File: config.mk
export PLATFORM = sky130hd
export DESIGN_NAME = counter_ctrl
export DESIGN_NICKNAME = d
export VERILOG_FILES = /design/src/rtl/counter_ctrl.sv
export SDC_FILE = /design/constraint.sdc
export NUM_CORES = 1
export LEC_CHECK = 0
export CORE_MARGIN = 2
export CORE_UTILIZATION = 46
export DETAILED_ROUTE_END_ITERATION = 6
export GPL_TIMING_DRIVEN = 0
export PLACE_DENSITY = 0.87
export SLEW_MARGIN = 20
export SYNTH_ARGS = -nofsm -noshare
export SYNTH_HDL_FRONTEND = slang
export SYNTH_SLANG_ARGS = --single-unit
File: constraint.sdc
create_clock -name clk -period 3.6 [get_ports clk]
set_input_delay 0.36 -clock clk [delete_from_list [all_inputs] [get_ports clk]]
set_output_delay 0.36 -clock clk [all_outputs]
set_load 0.03 [all_outputs]
File: src/rtl/counter_ctrl.sv
// counter_ctrl: round-robin arbiter for two requesters that share one 4-bit
// counter. The winner owns the counter for a RUN phase. During that phase the
// counter steps from 0 up to the winner's terminal count. After RUN, a
// one-cycle DONE phase pulses done to the winner.
//
// Optional feature macro: COUNTER_CTRL_PAUSE_EN
//   defined   -> pause port present; pause high in RUN freezes count and state
//   undefined -> no pause port; RUN counts every cycle
//
// Ports
//   clk     in   1  system clock, rising edge
//   reset   in   1  asynchronous active-low reset
//   req     in   2  level requests, bit i = requester i
//   limit0  in   4  terminal count for requester 0, sampled at grant
//   limit1  in   4  terminal count for requester 1, sampled at grant
//   pause   in   1  hold counting in RUN (only with COUNTER_CTRL_PAUSE_EN)
//   gnt     out  2  one-hot grant, high for the whole RUN phase
//   busy    out  1  high whenever not IDLE
//   done    out  2  one-cycle completion pulse to the served requester
//   count   out  4  shared counter value
//
// state | meaning
// ------+------------------------------------------------------------
// IDLE  | no owner; arbitrates on any request
// RUN   | winner owns the counter, count steps 0..latched limit
// DONE  | one-cycle completion pulse to winner, counter cleared

module counter_ctrl (
  input  logic       clk,
  input  logic       reset,
  input  logic [1:0] req,
  input  logic [3:0] limit0,
  input  logic [3:0] limit1,
`ifdef COUNTER_CTRL_PAUSE_EN
  input  logic       pause,
`endif
  output logic [1:0] gnt,
  output logic       busy,
  output logic [1:0] done,
  output logic [3:0] count
);

  typedef enum logic [1:0] {
    IDLE = 2'd0,
    RUN  = 2'd1,
    DONE = 2'd2
  } state_t;

  state_t     state, state_nxt;
  logic       winner, winner_nxt;
  logic       prio, prio_nxt;
  logic [3:0] lim, lim_nxt;
  logic [3:0] count_nxt;
  logic       pick;
  logic       hold;

`ifdef COUNTER_CTRL_PAUSE_EN
  assign hold = pause;
`else
  assign hold = 1'b0;
`endif

  always_ff @(posedge clk or negedge reset) begin
    if (!reset) begin
      state  <= IDLE;
      winner <= 1'b0;
      prio   <= 1'b0;
      lim    <= 4'd0;
      count  <= 4'd0;
    end else begin
      state  <= state_nxt;
      winner <= winner_nxt;
      prio   <= prio_nxt;
      lim    <= lim_nxt;
      count  <= count_nxt;
    end
  end

  // A lone request wins outright; the priority pointer only breaks ties.
  assign pick = (req == 2'b11) ? prio : req[1];

  always_comb begin
    state_nxt  = state;
    winner_nxt = winner;
    prio_nxt   = prio;
    lim_nxt    = lim;
    count_nxt  = count;
    case (state)
      IDLE: begin
        count_nxt = 4'd0;
        if (req != 2'b00) begin
          winner_nxt = pick;
          lim_nxt    = pick ? limit1 : limit0;
          prio_nxt   = ~pick;
          state_nxt  = RUN;
        end
      end
      RUN: begin
        // Abort has precedence over pause and over reaching the limit.
        if (!req[winner]) begin
          state_nxt = IDLE;
          count_nxt = 4'd0;
        end else if (hold) begin
          count_nxt = count;
        end else if (count == lim) begin
          state_nxt = DONE;
          count_nxt = 4'd0;
        end else begin
          count_nxt = count + 4'd1;
        end
      end
      DONE: begin
        state_nxt = IDLE;
        count_nxt = 4'd0;
      end
      default: begin
        state_nxt = IDLE;
        count_nxt = 4'd0;
      end
    endcase
  end

  always_comb begin
    gnt  = 2'b00;
    done = 2'b00;
    busy = (state != IDLE);
    if (state == RUN)  gnt[winner]  = 1'b1;
    if (state == DONE) done[winner] = 1'b1;
  end

endmodule

# Yosys cells after proc, flatten, opt, wreduce, memory -nomap -nowiden
# Index checks and enable logic that the tools add are counted.
[word_totals] register_bits=12 word_cells=36
[classes] addsub=1 magnitude_cmp=2 eq_ne=6 muxes=15 bitwise=1 n_reduce_logical=6
[op_table] cell="4-bit two-way mux" count=4
[op_table] cell="2-bit two-way mux" count=5
[op_table] cell="4-bit by 1-bit adder with 4-bit output, second input constant" count=1
[op_table] cell="2-bit equality test, second input constant" count=2
[op_table] cell="4-bit equality test" count=1
[op_table] cell="1-bit two-way mux" count=4
[op_table] cell="2-bit one-hot mux with 2 select lines" count=1
[op_table] cell="2-bit AND reduction" count=2
[op_table] cell="2-bit nonzero test" count=2
[op_table] cell="3-bit != test, second input constant" count=1
[op_table] cell="2-bit by 1-bit equality test with 1-bit output, second input constant" count=1
[op_table] cell="2-bit zero test" count=1
[op_table] cell="1-bit by 2-bit less-than comparator with 1-bit output, second input constant" count=1
[op_table] cell="2-bit != test, second input constant" count=1
[op_table] cell="1-bit demux with 1-bit select" count=1
[op_table] cell="1-bit greater-or-equal comparator, second input constant" count=1
[op_table] cell="1-bit logical AND" count=1
[op_table] cell="1-bit inverter" count=1

# Logic depth before layout (Yosys ltp)
# Gate-level depths: netlist of the first run.
[depth] word_depth=5 depth_mapped=3 mapped_depth_nobuf=3

# Worst setup path before layout of the first run
# Ideal clock, no wire load.
[synth_timing] path_type="register -> output" start="register state[0]" end="output port done[0]" arrival_ns=1.163 setup_slack_ns=2.077 stages_incl_launch_ff=2 n_path_buf=0 cell_sequence="dfrtp_1 nor3b_1"
[synth_via] elab_chain_len=2
[synth_rtl] element="from (decl)" line_no="49" source="state_t state, state_nxt;"
[synth_rtl] element="from (signal assigned)" line_no="71" source="state <= state_nxt;"
[synth_rtl] element="2-bit equality test" line_no="128" source="if (state == DONE) done[winner] = 1'b1;"
[synth_rtl] element="2-bit two-way mux" line_no="128"
[synth_rtl] element="to (decl)" line_no="39" source="output logic [1:0] done,"
# Every way passes these cells.

# Worst setup path in the final report of the first run
[layout_timing] start="register state[0]" end="output port busy"
[layout_via] elab_chain_len=1
[layout_rtl] element="2-bit nonzero test" line_no="126" source="busy = (state != IDLE);"
[layout_rtl] element="to (decl)" line_no="38" source="output logic busy,"
# Every way passes these cells.

==> results by group, run 1 <==
Setup path
  • Worst EP arrival: 1.66 ns
  • Critical-path top delay cell: clkdlybuf4s50_1
  • Crit-path cells: nor2_2 -> inv_1 -> clkdlybuf4s50_1
  • Buf/Inv on CP: 2
  • Max stage delay on crit path: 0.60 ns
  • Critical Path Source Type: flip-flop
  • Worst-path fanout max: 8
  • CP endpoint kind: primary output
  • Crit Path Class: flip-flop to primary output
  • CP Data Required Time: 3.24 ns
  • Worst path top cell family by delay: buffers and inverters

STA
  • RSZ-0062 raised after global routing: false
  • Final setup vio count: 0
  • Number of hold violations in the final report: 0
  • Setup TNS: 0 ns
  • Achievable frequency: 0.495 GHz
  • Post-layout min period: 2.02 ns
  • Worst-Margin Slew: 0.507 ns
  • Smallest hold slack: 0.424 ns
  • Slew margin rel.: 66.1%
  • Worst Skew: 0.00197 ns
  • Period utilization: 56.1%
  • Max Slew Vio Count: 0

CTS
  • Post-CTS resize count: 0
  • Clock buffer depth: 2
  • Later-pin clock latency in the skew report: 0.27 ns
  • CTS tree: yes
  • Sink Count: 12
  • Reg clk slew, reported paths: 0.07 ns
  • Hold Buf Count CTS: 0
  • # Post-CTS Setup Buffers: 0
  • H-tree depth: 1
  • Total CTS buffers: 3
  • Clock root buffer: clkbuf_4

Route
  • Detailed Routing Iterations Pass 1: 4
  • Via count of the routed design: 493
  • Vias per inst: 5.60
  • WL final: 1190 um
  • Avg WL per Cell: 13.5 um
  • Initial DRC count: 8
  • Remaining antenna violation count: 0
  • # DRC: 0

Global routing
  • Pin count of the biggest net entering global routing: 13
  • Initial antenna violation count: 0
  • Gr usage total: 18.7%
  • First-pass GRT wire length: 1890 um
  • Grt total ovfl: 0
  • Vias in the first global route: 454

Flow run
  • Max Cap Viol: 0

Power
  • Total power: 0.652 mW
  • Leakage dissipation: 0.374 nW
  • Power density over the cells: 751 mW/mm2
  • Worst vdd ir: 0.534 mV

Yosys
  • Avg Inst Size Synth: 12.5 um2
  • Synth top area share: 49.0%
  • Synth cell types: 23
  • Mapped Nets: 62
  • Synth Instances: 49
  • #FFs+latches synth: 12
  • Ys async rst share: 100%
  • Most frequent cell after synthesis: dfrtp_1
  • Ys flop type: dfrtp_1
  • Cell area after synthesis: 613 um2
  • Number of synthesized flops with an enable pin: 0
  • Sequential fraction of the synthesis area: 49.0%
  • Post-synth top cells: dfrtp_1 (12), xor2_1 (5), a221o_1 (4), and4_1 (4)
  • Synth warnings: 0
  • Cells taking the most area after synthesis: dfrtp_1 (49%), xor2_1 (7.1%), a221o_1 (6.5%), and4_1 (5.7%), nor3b_1 (3.7%)
  • Leading area contributor after synthesis: dfrtp_1

Run status
  • Status: finished, final reports clean

Placed design
  • Number of port buffers: 20
  • GP Congestion: 0.714
  • Post-DP HPWL: 991 um

Layout
  • Area Growth Syn to Fin: 41.6%
  • Share of cells above drive strength 1: 16.4%
  • N_diodes: 0
  • Layout Nets: 87

Floorplanning
  • Std-Cell Rows: 13
  • I/O pins: 21
  • Starting density of the core: 48.3%
  • Core footprint: 0.00127 mm2
  • Die W: 40.5 um
  • Die height: 40.5 um
  • Full die area: 0.00164 mm2

Min path
  • Min-Delay Path Class: input port to asynchronous set/reset pin
[worst paths after layout]
check | start | endpoint | slack [ns] | depth (start not counted)
worst max-delay path | state[0] | busy | 1.58 | 3
worst min-delay path | reset | lim[0] | 0.42 | 1
worst max register to register | state[0] | lim[0] | 2.28 | 3
worst min register to register | prio | prio | 0.52 | 1
max in group asynchronous | reset | count[3] | 2.84 | 1
min in group clk | prio | prio | 0.52 | 1
[cell families (layout without fill, tap and decap cells)]
family | Yosys count | in the layout | synth area share (%)
buf+inv | 1 | 25 | 0.612
mux | 1 | 1 | 1.84
flops | 12 | 12 | 49.0
simple gates | 20 | 20 | 26.1
compound gates | 8 | 8 | 11.8
xor+xnor | 6 | 6 | 8.57
fa+ha+maj | 1 | 1 | 2.04
[registers in the layout, indices dropped and copies added, names as in the netlist]
name	count
count	4
winner	1
prio	1
state	2
lim	4
[cells in the final DEF (no fill, tap or decap)]
cell type,synthesis,final
and3b_2,2,2
ha_1,1,1
nand3_1,1,1
clkbuf_4,0,3
nand2b_1,1,1
xnor2_1,1,1
nand2_1,1,1
a21o_2,1,1
mux2_2,1,1
nor2_2,1,1
o21ai_0,1,1
nor3_1,3,3
nor4_4,1,1
dfrtp_1,12,12
a32o_1,1,1
inv_1,1,1
nor3b_1,3,3
nor2b_1,1,1
nand3b_1,1,1
xor2_1,5,5
and3_4,1,1
a221o_1,4,4
clkdlybuf4s50_1,0,20
and4_1,4,4
o21ai_2,1,1
clkbuf_8,0,1
[layer usage]
layer  wire length [um]  part of all wire (%)  GRT usage, %  vias up
met2                587                    49          31.0       17
met1                517                    43          21.9      230
met3                 56                   4.7          3.33        5
li1                   -                     -             -      241
met5                  0                     0             0        -
met4                 29                   2.4          12.5        0
[power by group]
group          internal [mW]  switching, mW  leakage, nW
clock                 0.0615         0.0440       0.0210
sequential             0.183         0.0497        0.154
combinational          0.150          0.164        0.199
total                  0.394          0.258        0.374
[metrics by stage]
| step | setup WS [ns] | cells | utilization [%] | area [um2] |
|---|---|---|---|---|
| 4_1_cts | 1.57 | 88 | 68.4 | 868 |
| 5_1_grt | 1.49 | 88 | 68.4 | 868 |
| 6_report | 1.58 | 88 | 68.4 | 868 |
| 2_1_floorplan | 2.08 | 49 | - | 613 |
| 3_3_place_gp | 1.90 | 84 | 65.6 | 832 |
| 3_5_place_dp | 1.87 | 84 | 65.6 | 832 |
[area by class of cell]
class / count / area [um2]
well taps: 15 / 18.8
clock buffers: 4 / 36.3
fillers: 92 / 400
repair buffers: 20 / 200
flip-flops and latches: 12 / 300
inverters: 1 / 3.75
multi-input cells: 36 / 309
Power figures use the tool's default switching activity.
==> inputs of run 2 (changes only) <==
Settings changed: CORE_UTILIZATION 46 to 42, PLACE_DENSITY 0.87 to 0.81.
Clock period 3.6 ns to 2.1 ns, I/O delays scaled along.
==> results by group, run 2 (synthesized netlist as in run 1, its figures left out) <==
STA
  • Number of hold violations in the final report: 0 (unchanged)
  • Worst-Margin Slew: 0.537 ns (was 0.507 ns)
  • RSZ-0062 raised after global routing: false (unchanged)
  • Worst Skew: 0.00280 ns (was 0.00197 ns)
  • Period utilization: 88.0%
  • Setup TNS: 0 ns (unchanged)
  • Final setup vio count: 0 (unchanged)
  • Achievable frequency: 0.541 GHz
  • Post-layout min period: 1.85 ns
  • Slew margin rel.: 64.1% (was 66.1%)
  • Max Slew Vio Count: 0 (unchanged)

CTS
  • Post-CTS resize count: 0 (unchanged)
  • Clock buffer depth: 2 (unchanged)
  • Later-pin clock latency in the skew report: 0.27 ns (about the same)
  • Reg clk slew, reported paths: 0.08 ns (was 0.07 ns)
  • CTS tree: yes (unchanged)
  • # Post-CTS Setup Buffers: 0 (unchanged)
  • Sink Count: 12 (unchanged)
  • Clock root buffer: clkbuf_4 (unchanged)
  • H-tree depth: 1 (unchanged)
  • Total CTS buffers: 3 (unchanged)
  • Hold Buf Count CTS: 0 (unchanged)

Floorplanning
  • Full die area: 0.00178 mm2 (was 0.00164 mm2)
  • Std-Cell Rows: 13 (unchanged)
  • I/O pins: 21 (unchanged)
  • Core footprint: 0.00133 mm2 (was 0.00127 mm2)
  • Die height: 42.2 um (was 40.5 um)
  • Starting density of the core: 46.0% (was 48.3%)
  • Die W: 42.2 um (was 40.5 um)

Placed design
  • Number of port buffers: 20 (unchanged)
  • GP Congestion: 0.711 (was 0.714)

Global routing
  • Initial antenna violation count: 0 (unchanged)
  • Pin count of the biggest net entering global routing: 13 (unchanged)
  • Vias in the first global route: 462 (was 454)
  • First-pass GRT wire length: 2150 um (was 1890 um)
  • Grt total ovfl: 0 (unchanged)
  • Gr usage total: 16.1% (was 18.7%)

Setup path
  • CP Data Required Time: 1.89 ns (was 3.24 ns)
  • CP endpoint kind: primary output (unchanged)
  • Worst path top cell family by delay: buffers and inverters (unchanged)
  • Crit Path Class: flip-flop to primary output (unchanged)
  • Max stage delay on crit path: 0.59 ns (was 0.60 ns)
  • Critical-path top delay cell: clkdlybuf4s50_1 (unchanged)
  • Worst EP arrival: 1.64 ns (was 1.66 ns)
  • Critical Path Source Type: flip-flop (unchanged)
  • Crit-path cells: nor2_2 -> inv_1 -> clkdlybuf4s50_1 (unchanged)
  • Worst-path fanout max: 8 (unchanged)
  • Reg2Reg Setup Slack: 0.78 ns (was 2.28 ns)
  • Buf/Inv on CP: 2 (unchanged)

Power
  • Power density over the cells: 1290 mW/mm2 (was 751 mW/mm2)
  • Leakage dissipation: 0.374 nW (unchanged)
  • Worst vdd ir: 0.749 mV (was 0.534 mV)
  • Total power: 1.12 mW (was 0.652 mW)

Route
  • Remaining antenna violation count: 0 (unchanged)
  • WL final: 1220 um (was 1190 um)
  • Via count of the routed design: 498 (was 493)
  • Detailed Routing Iterations Pass 1: 3 (was 4)
  • Avg WL per Cell: 13.9 um (was 13.5 um)
  • # DRC: 0 (unchanged)
  • Vias per inst: 5.66 (was 5.60)
  • Initial DRC count: 8 (unchanged)

Layout
  • N_diodes: 0 (unchanged)
  • Most common cell after layout, fill and taps aside: clkdlybuf4s50_1 (unchanged)
  • Area Growth Syn to Fin: 41.6% (unchanged)
  • Layout Nets: 87 (unchanged)
  • Top Registers: count: 4 flops, lim: 4 flops, state: 2 flops (unchanged)
  • Commonest cells after routing, fill and taps aside: clkdlybuf4s50_1 (20), dfrtp_1 (12), xor2_1 (5), and4_1 (4), a221o_1 (4) (unchanged)
  • Share of cells above drive strength 1: 16.4% (unchanged)
  • Fill count: 117 (was 92)

Flow run
  • Max Cap Viol: 0 (unchanged)

Run status
  • Status: finished, final reports clean (unchanged)

Min path
  • Min-Delay Path Class: input port to asynchronous set/reset pin (unchanged)
[run 2: power by group]
| group | switching (mW) | internal [mW] | total, mW |
|---|---|---|---|
| Combinational | 0.281 | 0.257 | 0.537 |
| Sequential | 0.0859 | 0.313 | 0.399 |
| Clock | 0.0772 | 0.105 | 0.182 |
| Total | 0.444 | 0.675 | 1.12 |
[run 2: final timing paths]
check | cells after the start | end | from
hold reg to reg | 1 | prio | prio
setup reg to reg | 3 | lim[1] | state[0]
min in group clk | 1 | prio | prio
max in group asynchronous | 1 | lim[1] | reset
hold / removal | 1 | state[1] | reset
setup / recovery | 3 | busy | state[0]
[run 2: through the flow]
step           setup slack (ns)  cells  instance area [um2]  util [%]  hold slack, ns
6_report                  0.251     88                  868      65.1           0.287
3_3_place_gp              0.542     84                  832      62.4           0.487
3_5_place_dp              0.539     84                  832      62.4           0.509
2_1_floorplan             0.727     49                  613         -         -0.0856
4_1_cts                   0.242     88                  868      65.1           0.309
5_1_grt                   0.150     88                  868      65.1           0.332
[run 2: metal layers]
| metal | global-route usage (%) | up-vias | wire (um) |
|---|---|---|---|
| li1 | - | 240 | - |
| met1 | 20.5 | 243 | 563 |
| met2 | 25.5 | 13 | 603 |
| met3 | 2.59 | 2 | 43 |
| met4 | 9.38 | 0 | 14 |
| met5 | 0 | - | 0 |
[run 2: area by class of cell]
class	count	area [um2]	share of cell area, %
repair buffers	20	200	23.1
clock buffers	4	36.3	4.18
well taps	15	18.8	2.16
inverters	1	3.75	0.432
flip-flops and latches	12	300	34.6
multi-input cells	36	309	35.6
